### src/rtl/divisor_sequencial_if.sv
// divisor_sequencial_if: start/operand/result bundle between control unit and divider
interface divisor_sequencial_if #(
    parameter int LARGURA = 32
);
    logic               start;
    logic [LARGURA-1:0] dividendo;
    logic [LARGURA-1:0] divisor;
    logic               busy;
    logic               done;
    logic [LARGURA-1:0] quociente;
    logic [LARGURA-1:0] resto;
    logic               div_zero;
    modport master (
        output start, dividendo, divisor,
        input  busy, done, quociente, resto, div_zero
    );
    modport slave (
        input  start, dividendo, divisor,
        output busy, done, quociente, resto, div_zero
    );
endinterface

### src/rtl/divisor_sequencial.sv
// divisor_sequencial: multi-cycle unsigned shift-and-subtract divider, one quotient bit per cycle
module divisor_sequencial #(
    parameter int LARGURA = 32
) (
    input logic                 clock,
    input logic                 reset,
    divisor_sequencial_if.slave bus
);
    localparam int CW = $clog2(LARGURA) + 1;
    localparam logic [CW-1:0] ULTIMO = CW'(LARGURA - 1);
    typedef enum logic [1:0] {OCIOSO, CALC, FIM} estado_t;
    estado_t            state_q, state_d;
    logic [CW-1:0]      cnt_q, cnt_d;
    logic [LARGURA-1:0] q_q, q_d, r_q, r_d, dvs_q, dvs_d, quo_q, quo_d, res_q, res_d;
    logic [LARGURA-1:0] q_nxt, r_nxt;
    logic [LARGURA:0]   t;
    logic               dz_q, dz_d, aceita, ge;
    assign aceita = bus.start && state_q != CALC;
    // all state, cleared by the active-low synchronous reset
    always_ff @(posedge clock) begin
        if (!reset) begin
            state_q <= OCIOSO;
            cnt_q   <= '0;
            q_q     <= '0;
            r_q     <= '0;
            dvs_q   <= '0;
            quo_q   <= '0;
            res_q   <= '0;
            dz_q    <= 1'b0;
        end else begin
            state_q <= state_d;
            cnt_q   <= cnt_d;
            q_q     <= q_d;
            r_q     <= r_d;
            dvs_q   <= dvs_d;
            quo_q   <= quo_d;
            res_q   <= res_d;
            dz_q    <= dz_d;
        end
    end
    // next state: a zero divisor skips CALC, the last step lands in FIM, start ignored in CALC
    always_comb begin
        state_d = state_q == CALC ? (cnt_q == ULTIMO ? FIM : CALC)
                : aceita          ? (bus.divisor == '0 ? FIM : CALC)
                :                   OCIOSO;
    end
    // datapath: operand capture on accept, one restoring step per CALC cycle, results on the last step
    always_comb begin
        t     = {r_q, q_q[LARGURA-1]};
        ge    = t >= {1'b0, dvs_q};
        r_nxt = ge ? LARGURA'(t - {1'b0, dvs_q}) : t[LARGURA-1:0];
        q_nxt = {q_q[LARGURA-2:0], ge};
        cnt_d = cnt_q;
        q_d   = q_q;
        r_d   = r_q;
        dvs_d = dvs_q;
        quo_d = quo_q;
        res_d = res_q;
        dz_d  = dz_q;
        if (state_q == CALC) begin
            cnt_d = cnt_q + CW'(1);
            q_d   = q_nxt;
            r_d   = r_nxt;
            if (cnt_q == ULTIMO) begin
                quo_d = q_nxt;
                res_d = r_nxt;
                dz_d  = 1'b0;
            end
        end else if (aceita) begin
            if (bus.divisor != '0) begin
                dvs_d = bus.divisor;
                q_d   = bus.dividendo;
                r_d   = '0;
                cnt_d = '0;
            end else begin
                quo_d = '1;
                res_d = bus.dividendo;
                dz_d  = 1'b1;
            end
        end
    end
    // outputs: busy during CALC, done during the single FIM cycle
    always_comb begin
        bus.busy      = state_q == CALC;
        bus.done      = state_q == FIM;
        bus.quociente = quo_q;
        bus.resto     = res_q;
        bus.div_zero  = dz_q;
    end
endmodule

### src/flat_wrapper.sv
// flat-port wrapper written by rule: the top's interface ports become plain ports
module divisor_sequencial_flat 
#(
    parameter int LARGURA = 32
)
  (clock, reset, bus_start, bus_dividendo, bus_divisor, bus_busy, bus_done, bus_quociente, bus_resto, bus_div_zero);
  divisor_sequencial_if #(.LARGURA(LARGURA)) bus_i ();
  input logic clock;
  input logic reset;
  input wire logic [$bits(bus_i.start)-1:0] bus_start;
  input wire logic [$bits(bus_i.dividendo)-1:0] bus_dividendo;
  input wire logic [$bits(bus_i.divisor)-1:0] bus_divisor;
  output wire logic [$bits(bus_i.busy)-1:0] bus_busy;
  output wire logic [$bits(bus_i.done)-1:0] bus_done;
  output wire logic [$bits(bus_i.quociente)-1:0] bus_quociente;
  output wire logic [$bits(bus_i.resto)-1:0] bus_resto;
  output wire logic [$bits(bus_i.div_zero)-1:0] bus_div_zero;
  assign bus_i.start = bus_start;
  assign bus_i.dividendo = bus_dividendo;
  assign bus_i.divisor = bus_divisor;
  assign bus_busy = bus_i.busy;
  assign bus_done = bus_i.done;
  assign bus_quociente = bus_i.quociente;
  assign bus_resto = bus_i.resto;
  assign bus_div_zero = bus_i.div_zero;
  divisor_sequencial #(.LARGURA(LARGURA)) u_core (.clock(clock), .reset(reset), .bus(bus_i));
endmodule
### config.mk
export PLATFORM = sky130hd
export DESIGN_NAME = divisor_sequencial_flat
export DESIGN_NICKNAME = d
export VERILOG_FILES = /design/src/rtl/divisor_sequencial_if.sv /design/src/rtl/divisor_sequencial.sv /design/src/flat_wrapper.sv
export SDC_FILE = /design/constraint.sdc
export NUM_CORES = 1
export LEC_CHECK = 0
export CORE_AREA = 10 10 178 180
export CTS_BUF_LIST = sky130_fd_sc_hd__clkbuf_4 sky130_fd_sc_hd__clkbuf_8
export DETAILED_ROUTE_END_ITERATION = 12
export DIE_AREA = 0 0 188 190
export HOLD_SLACK_MARGIN = 0.08
export PLACE_DENSITY = 0.52
export SYNTH_ARGS = -nofsm -noshare
export SYNTH_HDL_FRONTEND = slang
export SYNTH_SLANG_ARGS = --single-unit
### constraint.sdc
create_clock -name clock -period 3.4 [get_ports clock]
set_input_delay 0.68 -clock clock [delete_from_list [all_inputs] [get_ports clock]]
set_output_delay 0.68 -clock clock [all_outputs]
set_load 0.02 [all_outputs]
==> results of run 1 <==
[worst max-delay path, delay by kind of cell, from the launching register on]
family          cells  cell delay, ns
compound gates      8            1.78
xor+xnor            1            0.16
buf+inv             2            0.13
flops               1            0.33
fa+ha+maj           2            0.56
[kinds of logic (layout without fill, tap and decap cells)]
kind of cell / count (synthesis) / count (layout) / synth area share
AND/OR/NAND/NOR: 379 / 379 / 0.205
AO/OA/AOI/OAI: 326 / 326 / 0.241
flip-flops: 169 / 169 / 0.409
buffers and inverters: 127 / 236 / 0.0610
adder cells (fa/ha/maj): 34 / 34 / 0.0524
XOR/XNOR: 30 / 30 / 0.0318
other: 0 / 1 / 0
[power by group through the flow]
stage	clock, mW	sequential [mW]	combinational [mW]
2_1_floorplan	0	2.33	3.08
3_3_place_gp	0	2.41	4.08
3_5_place_dp	0	2.41	4.07
4_1_cts	1.58	2.37	4.09
5_1_grt	1.66	2.40	4.52
6_report	1.53	2.37	4.10
[metrics by stage]
stage	power (mW)	instance area, um^2	util	cells	hold WS [ns]
3_5_place_dp	6.48	10000	0.355	1526	0.447
5_1_grt	8.58	10500	0.371	1558	0.479
3_3_place_gp	6.49	10000	0.355	1526	0.444
4_1_cts	8.03	10500	0.371	1558	0.463
6_report	8.01	10500	0.371	1559	0.458
2_1_floorplan	5.41	8270	-	1065	0.436
[cells in the mapped netlist, types with 4 or more instances]
cell type,count,share of area
dfxtp_1,169,0.41
a21oi_1,153,0.093
nand2_1,130,0.059
nor2_1,115,0.052
nor3_1,69,0.042
clkbuf_1,61,0.028
o21ai_0,52,0.031
inv_1,48,0.022
ha_1,33,0.050
o221ai_1,33,0.035
a22oi_1,28,0.025
xnor2_1,18,0.019
a31oi_1,14,0.011
buf_2,13,0.0079
nand3_1,13,0.0079
nand4_1,12,0.0091
xor2_1,12,0.013
nor4_1,9,0.0068
nand2b_1,8,0.0061
a21o_1,6,0.0054
a211oi_1,5,0.0045
and3_1,5,0.0038
nor2b_1,5,0.0038
o21bai_1,5,0.0045
a21oi_2,4,0.0042
o211ai_1,4,0.0036
[state kept, by name, indices dropped and copies added, names as in the netlist]
| name | cells |
|---|---|
| u_core.bus.div_zero | 1 |
| u_core.bus.quociente | 32 |
| u_core.bus.resto | 32 |
| u_core.cnt_q | 6 |
| u_core.dvs_q | 32 |
| u_core.q_q | 32 |
| u_core.r_q | 32 |
| u_core.state_q | 2 |
[routing by layer]
layer  global-route usage  vias to the layer above  share of wire  wire length (um)
met2                0.218                      173           0.43             11500
met5                    0                        -              0                 0
met1                0.210                     3636           0.52             13900
met3               0.0350                       15          0.050              1330
li1                     -                     3952              -                 -
met4               0.0280                        0         0.0074               198
[final timing paths]
check / end / depth (start not counted) / slack (ns) / from
worst max-delay path: u_core.r_q[26]$_SDFFE_PN0P_ / 13 / 0.30 / u_core.q_q[31]$_SDFFE_PN0P_
worst min-delay path: u_core.dvs_q[30]$_SDFFE_PN0P_ / 2 / 0.46 / u_core.dvs_q[30]$_SDFFE_PN0P_
worst max register to register: u_core.r_q[26]$_SDFFE_PN0P_ / 13 / 0.30 / u_core.q_q[31]$_SDFFE_PN0P_
worst min register to register: u_core.dvs_q[30]$_SDFFE_PN0P_ / 2 / 0.46 / u_core.dvs_q[30]$_SDFFE_PN0P_
[area by class of cell]
| class | instances | area, um^2 |
|---|---|---|
| Multi-Input combinational cell | 769 | 4400 |
| Clock buffer | 17 | 234 |
| Sequential cell | 169 | 3380 |
| Clock inverter | 15 | 206 |
| Tap cell | 384 | 480 |
| Timing Repair Buffer | 155 | 1580 |
| Antenna cell | 1 | 2.50 |
| Inverter | 49 | 184 |
| Fill cell | 3053 | 17800 |
==> qor.txt, run 1 <==
status: complete, no violations
vias in the first global route: 7625
Critical Path, Cell by Cell: inv_1 -> ha_1 -> inv_1 -> fa_1 -> a21oi_1 -> o21ai_0 -> a211o_1 -> o31a_1 -> a21oi_2 -> o21ai_0 -> xor2_1 -> a22oi_1 -> a21oi_1
initial antenna violation count: 1
sequential fraction of the synthesis area: 0.409
Port Buffer Count: 133
critical path endpoint category: register
Max rail drop VDD: 297 uV
Synth Cell Area: 8270 um^2
Fin Clk Skew: 0.0214 ns
Gate power share: 0.512
Die Y: 190 um
pre-CTS setup slack: 0.0584 ns
Core Area: 28200 um^2
via count: 7776
post-CTS sizing: 0
Clock Power Share: 0.191
initial core utilization: 0.293
TritonCTS clock tree: built
synthesis-stage register bit count: 169
Hold Path Class: register to register
via/cell ratio: 4.99
Critical Path RT: 3.75 ns
DRC: 0
Die W: 188 um
P_sw: 3.54 mW
switching portion of total power: 0.442
clock buffer count from CTS: 17
Final nets: 1262
synthesis-to-finish area growth: 26.6%
Final Hold Fails: 0
YS warnings: 0
post-synthesis async set-or-reset flop share: 0
Main synth FF type: dfxtp_1
most common cell after layout, fill and taps aside: dfxtp_1
drt total wl: 26900 um
first-pass GRT wire length: 42700 um
setup tns final: 0 ns
post-synth cell types: 51
Detail Placement HPWL: 19900 um
fin crit share: 0.911
hold_buf cts: 0
crit-path max FO: 4
layout cells sized above 1: 0.0622
Clk pin slew, worst setup/hold paths: 0.10 ns
slowest stage delay, CP: 0.39 ns
post-detailed-route wirelength per cell: 17.2 um
Slew @ Worst Pin: 0.830 ns
Setup CP Type: register to register
largest net degree at the start of global routing: 80
minimum clock period: 3.10 ns
clk buf depth: 2
critical path arrival: 3.45 ns
die area: 35700 um^2
I/O pin count: 134
Post-Synthesis Cells: 1065
power density cells: 765 nW/um^2
Post-synth EDFFs: 0
leak pwr: 3.88 nW
DR pass1 iterations: 5
mean post-synth cell area: 7.76 um^2
worst rel slew slack: 0.446
maxcap violations: 0
CP max stage cell: fa_1
most frequent cells in the layout: dfxtp_1 (169), a21oi_1 (153), clkdlybuf4s50_1 (132)
fin. max-slew vios: 0
CTS sink count: 169
H-Tree Level Count: 4
Post CTS Setup Buffer Count: 0
row count: 62
synthesized net count: 1166
clock latency on the worst-skew pair: 0.47 ns
fmax: 0.323 GHz
Total Routing Usage GR: 0.146
Antenna Nets Post-Route: 0
Congestion Overflow GR: 0
Root Buffer: clkbuf_8
unrepaired setup endpoints after global routing: no
CP Launch Type: register
GP Congestion: 0.856
DR iter-0 viols: 636
sequential share of power: 0.296
Final Setup Violations: 0
worst setup margin: 0.303 ns
internal power: 4.47 mW
Note: power is estimated with default switching activity, not from simulation.
==> run 2, diff against run 1 <==
--- a/config.mk
+++ b/config.mk
@@ -5,10 +5,10 @@
 export SDC_FILE = /design/constraint.sdc
 export NUM_CORES = 1
 export LEC_CHECK = 0
-export CORE_AREA = 10 10 178 180
+export CORE_AREA = 4 4 172 174
 export CTS_BUF_LIST = sky130_fd_sc_hd__clkbuf_4 sky130_fd_sc_hd__clkbuf_8
 export DETAILED_ROUTE_END_ITERATION = 12
-export DIE_AREA = 0 0 188 190
+export DIE_AREA = 0 0 176 178
 export HOLD_SLACK_MARGIN = 0.08
 export PLACE_DENSITY = 0.52
 export SYNTH_ARGS = -nofsm -noshare
==> qor.txt, run 2 (synthesis gave the netlist of run 1 again) <==
status: complete, no violations
Root Buffer: clkbuf_8
minimum clock period: 3.22 ns (+0.127 ns)
via/cell ratio: 4.95 (-0.82%)
CP max stage cell: fa_1
Antenna Nets Post-Route: 0 (unchanged)
Port Buffer Count: 133 (unchanged)
DR pass1 iterations: 5 (unchanged)
Clk pin slew, worst setup/hold paths: 0.10 ns (about the same)
worst rel slew slack: 0.290 (-0.157)
Core Area: 27800 um^2 (-1.6%)
row count: 61 (-1.6%)
unrepaired setup endpoints after global routing: no
Fin Clk Skew: 0.0273 ns (+0.00591 ns)
most common cell after layout, fill and taps aside: dfxtp_1
CP Buf/Inv Count: 2 (unchanged)
synthesis-to-finish area growth: 27.2%
die area: 31300 um^2 (-12%)
Die Y: 178 um (-6.3%)
power density cells: 787 nW/um^2 (+2.9%)
clock buffer count from CTS: 17 (unchanged)
drt total wl: 26600 um (-0.93%)
layout cells sized above 1: 0.0756 (+0.0134)
critical path arrival: 3.62 ns (+0.17 ns)
fmax: 0.310 GHz (-3.9%)
Slew @ Worst Pin: 1.06 ns (+0.226 ns)
CP Launch Type: register
setup tns final: 0 ns (unchanged)
maxcap violations: 0 (unchanged)
first-pass GRT wire length: 42100 um (-1.5%)
CTS sink count: 169 (unchanged)
most frequent cells in the layout: dfxtp_1 (169), a21oi_1 (153), clkdlybuf4s50_1 (132)
largest net degree at the start of global routing: 84 (+5.0%)
clk buf depth: 2 (unchanged)
I/O pin count: 134 (unchanged)
Final nets: 1279 (+1.3%)
GP Congestion: 0.891 (+4.1%)
critical path endpoint category: register
Final Hold Fails: 0 (unchanged)
Setup CP Type: register to register
slowest stage delay, CP: 0.40 ns (about the same)
H-Tree Level Count: 4 (unchanged)
CP delay by family, top: compound AO/OA/AOI/OAI gates
crit-path max FO: 4 (unchanged)
DR iter-0 viols: 724 (+14%)
DP Area: 10100 um^2 (+0.50%)
DRC: 0 (unchanged)
Critical Path, Cell by Cell: inv_1 -> ha_1 -> inv_1 -> fa_1 -> a21oi_1 -> o21ai_0 -> a211o_1 -> a21o_1 -> a31oi_1 -> o221ai_1 -> xor2_1 -> nand2_1 -> a31oi_1
Hold WS: 0.460 ns (+0.00217 ns)
vias in the first global route: 7493 (-1.7%)
post-detailed-route wirelength per cell: 17.0 um (-1.6%)
post-CTS sizing: 0 (unchanged)
initial antenna violation count: 0 (-1)
leak pwr: 3.94 nW (+1.4%)
initial core utilization: 0.298 (+0.00480)
Detail Placement HPWL: 19700 um (-1.2%)
Max rail drop VDD: 365 uV (+23%)
via count: 7762 (-0.18%)
fin crit share: 0.948 (+0.0374)
TritonCTS clock tree: built
clock latency on the worst-skew pair: 0.47 ns (about the same)
Total Routing Usage GR: 0.168 (+0.0217)
Die W: 176 um (-6.4%)
Final Cell Area: 10500 um^2 (+0.48%)
Hold Path Class: register to register
Congestion Overflow GR: 0 (unchanged)
Final Setup Violations: 0 (unchanged)
Inserted Diodes: 0 (-1)
Critical Path RT: 3.79 ns (+0.04 ns)
fin. max-slew vios: 0 (unchanged)
-- run 2: layout make-up --
cell class / count / area (um^2)
Fill cell: 2949 / 17300
Multi-Input combinational cell: 770 / 4410
Timing Repair Buffer: 171 / 1640
Inverter: 49 / 184
Tap cell: 378 / 473
Sequential cell: 169 / 3380
Clock inverter: 15 / 196
Clock buffer: 17 / 234
-- run 2: routing by layer --
layer	GRT usage	wire length, um	vias up	part of all wire
met4	0.0276	216	0	0.0081
met5	0	0	-	0
met1	0.259	14100	3581	0.53
met2	0.249	11100	187	0.42
met3	0.0292	1200	10	0.045
li1	-	-	3984	-
-- run 2: repair_timing --
action	CTS	global route
hold buffers	0	0
endpoints found under the setup margin	0	2
setup buffers	0	0
-- run 2: power by group --
group	leakage (nW)	total (mW)	switching [mW]	internal, mW
logic	2.35	4.31	2.57	1.74
registers	1.38	2.39	0.211	2.18
clock network	0.214	1.58	0.936	0.641
-- run 2: final timing paths --
check / startpoint / endpoint / slack (ns) / cells after the start
max: u_core.q_q[31]$_SDFFE_PN0P_ / u_core.r_q[24]$_SDFFE_PN0P_ / 0.18 / 13
min: u_core.dvs_q[15]$_SDFFE_PN0P_ / u_core.dvs_q[15]$_SDFFE_PN0P_ / 0.46 / 2
max reg2reg: u_core.q_q[31]$_SDFFE_PN0P_ / u_core.r_q[24]$_SDFFE_PN0P_ / 0.18 / 13
min reg2reg: u_core.dvs_q[15]$_SDFFE_PN0P_ / u_core.dvs_q[15]$_SDFFE_PN0P_ / 0.46 / 2
-- run 2: worst min-delay path, stage by stage (launching register included) --
cell and delay, ns:
dfxtp_1 0.32, nand2_1 0.05, a21oi_1 0.05
-- run 2: through the flow --
stage / setup slack (ns) / utilization / power (mW) / cells
final: 0.176 / 0.379 / 8.28 / 1569
after global routing: 0.0303 / 0.379 / 8.83 / 1569
after CTS: 0.249 / 0.378 / 8.24 / 1568
after detailed placement: 0.202 / 0.363 / 6.65 / 1536
after global placement: 0.229 / 0.363 / 6.70 / 1536
after floorplan: 0.748 / - / 5.41 / 1065
==> run 3, diff against run 2 <==
--- a/config.mk
+++ b/config.mk
@@ -10,7 +10,7 @@
 export DETAILED_ROUTE_END_ITERATION = 12
 export DIE_AREA = 0 0 176 178
 export HOLD_SLACK_MARGIN = 0.08
-export PLACE_DENSITY = 0.52
+export PLACE_DENSITY_LB_ADDON = 0.08
 export SYNTH_ARGS = -nofsm -noshare
 export SYNTH_HDL_FRONTEND = slang
 export SYNTH_SLANG_ARGS = --single-unit
==> constraint.sdc (replaced) <==
create_clock -name clock -period 3.4 [get_ports clock]
set_input_delay 0.68 -clock clock [delete_from_list [all_inputs] [get_ports clock]]
set_output_delay 0.68 -clock clock [all_outputs]
set_load 0.05 [all_outputs]
==> qor.txt, run 3 (synthesis gave the netlist of run 1 again) <==
status: complete, no violations
synthesis-to-finish area growth: 25.4%
first-pass GRT wire length: 41800 um (-0.61%)
worst rel slew slack: 0.469 (+0.180)
fin cells: 1553 (-1.0%)
clk buf depth: 2 (unchanged)
hold_buf cts: 0 (unchanged)
DRC: 0 (unchanged)
CP delay by family, top: compound AO/OA/AOI/OAI gates
CTS sink count: 169 (unchanged)
GP Congestion: 0.889 (-0.22%)
TritonCTS clock tree: built
slowest stage delay, CP: 0.40 ns (about the same)
DR pass1 iterations: 5 (unchanged)
Reg-to-Reg End: u_core.bus.resto[26]$_SDFFE_PN0P_
unrepaired setup endpoints after global routing: no
Core Area: 27800 um^2 (unchanged)
via/cell ratio: 4.97 (+0.56%)
Port Buffer Count: 133 (unchanged)
Inserted Diodes: 0 (unchanged)
Critical Path RT: 3.74 ns (-0.05 ns)
Crit path depth: 13 (unchanged)
leak pwr: 3.86 nW (-2.1%)
Cells after DPL: 1522 (-0.91%)
CP max stage cell: fa_1
initial core utilization: 0.298 (unchanged)
most frequent cells in the layout: dfxtp_1 (169), a21oi_1 (153), clkdlybuf4s50_1 (132)
R2R Setup Slk: 0.28 ns (+0.11 ns)
initial antenna violation count: 0 (unchanged)
layout cells sized above 1: 0.0630 (-0.0126)
Congestion Overflow GR: 0 (unchanged)
Final Hold Fails: 0 (unchanged)
CP Launch Type: register
Final Setup Violations: 0 (unchanged)
power density cells: 767 nW/um^2 (-2.5%)
minimum clock period: 3.12 ns (-0.105 ns)
CP startpoint: u_core.q_q[31]$_SDFFE_PN0P_
fin. max-slew vios: 0 (unchanged)
crit-path max FO: 4 (unchanged)
die area: 31300 um^2 (unchanged)
CP Buf/Inv Count: 2 (unchanged)
setup tns final: 0 ns (unchanged)
Slew @ Worst Pin: 0.796 ns (-0.261 ns)
Detail Placement HPWL: 19500 um (-0.83%)
maxcap violations: 0 (unchanged)
critical path endpoint category: register
drt total wl: 26500 um (-0.30%)
post-detailed-route wirelength per cell: 17.1 um (+0.72%)
Post CTS Setup Buffer Count: 0 (unchanged)
via count: 7726 (-0.46%)
Fin Clk Skew: 0.0171 ns (-0.0103 ns)
Die Y: 178 um (unchanged)
fin crit share: 0.917 (-0.0309)
Clk pin slew, worst setup/hold paths: 0.10 ns (about the same)
utilization after layout: 0.373 (-0.00536)
Critical Path, Cell by Cell: inv_1 -> ha_1 -> inv_1 -> fa_1 -> a21oi_1 -> o21ai_0 -> a211o_1 -> o31a_1 -> a21oi_2 -> o21ai_0 -> xor2_1 -> a22oi_1 -> a21oi_1
Total Routing Usage GR: 0.167 (-0.00112)
Worst setup endpoint: u_core.bus.resto[26]$_SDFFE_PN0P_
fmax: 0.321 GHz (+3.4%)
DR iter-0 viols: 553 (-24%)
most common cell after layout, fill and taps aside: dfxtp_1
row count: 61 (unchanged)
Die W: 176 um (unchanged)
post-CTS sizing: 0 (unchanged)
pre-CTS setup slack: 0.318 ns (+0.116 ns)
vias in the first global route: 7348 (-1.9%)
Final nets: 1264 (-1.2%)
I/O pin count: 134 (unchanged)
Reg-to-Reg Start: u_core.q_q[31]$_SDFFE_PN0P_
critical path arrival: 3.46 ns (-0.16 ns)
Setup CP Type: register to register
Hold Path Class: register to register
H-Tree Level Count: 4 (unchanged)
largest net degree at the start of global routing: 80 (-4.8%)
clock latency on the worst-skew pair: 0.46 ns (about the same)
Antenna Nets Post-Route: 0 (unchanged)
Root Buffer: clkbuf_8
R2R depth: 13 (unchanged)
clock buffer count from CTS: 17 (unchanged)
worst setup margin: 0.281 ns (+0.105 ns)
Max rail drop VDD: 337 uV (-7.8%)
## run 3: area by class of cell
class                      count  area, um^2
multi-input combinational    769        4400
clock buffer                  17         234
clock inverter                14         153
sequential                   169        3380
timing repair buffer         157        1540
fill                        2989       17400
inverter                      49         184
tap                          378         473
## run 3: worst min path at each step
stage                             startpoint                       endpoint  slack (ns)  cells past startpoint
3_3_place_gp   u_core.dvs_q[22]$_SDFFE_PN0P_  u_core.dvs_q[22]$_SDFFE_PN0P_        0.44                      2
4_1_cts        u_core.dvs_q[14]$_SDFFE_PN0P_  u_core.dvs_q[14]$_SDFFE_PN0P_        0.46                      2
2_1_floorplan  u_core.dvs_q[10]$_SDFFE_PN0P_  u_core.dvs_q[10]$_SDFFE_PN0P_        0.44                      2
3_5_place_dp   u_core.dvs_q[14]$_SDFFE_PN0P_  u_core.dvs_q[14]$_SDFFE_PN0P_        0.45                      2
6_report       u_core.dvs_q[17]$_SDFFE_PN0P_  u_core.dvs_q[17]$_SDFFE_PN0P_        0.46                      2
5_1_grt         u_core.dvs_q[5]$_SDFFE_PN0P_   u_core.dvs_q[5]$_SDFFE_PN0P_        0.48                      2
## run 3: report_power, final
part | leakage, nW | switching [mW] | internal (mW) | total (mW)
sequential | 1.38 | 0.198 | 2.18 | 2.37
combinational | 2.28 | 2.49 | 1.66 | 4.15
clock | 0.196 | 0.882 | 0.549 | 1.43
## run 3: worst reg2reg max path, stage by stage (launching register included)
cell,delay (ns)
dfxtp_1,0.32
inv_1,0.07
ha_1,0.15
inv_1,0.05
fa_1,0.40
a21oi_1,0.23
o21ai_0,0.15
a211o_1,0.36
o31a_1,0.38
a21oi_2,0.26
o21ai_0,0.13
xor2_1,0.16
a22oi_1,0.24
a21oi_1,0.11
## run 3: metal layers
metal | track usage | share of wire | up-vias
met3 | 0.0339 | 0.044 | 8
met5 | 0 | 0 | -
met2 | 0.246 | 0.42 | 170
met4 | 0.0305 | 0.0072 | 0
met1 | 0.254 | 0.53 | 3593
li1 | - | - | 3955
## run 3: stage by stage
step	power [mW]	hold WS, ns	cell area, um^2
after floorplan	5.41	0.436	8270
after global placement	6.58	0.443	9990
after detailed placement	6.55	0.447	9990
after CTS	8.00	0.461	10400
after global routing	8.57	0.482	10400
final	7.95	0.458	10400
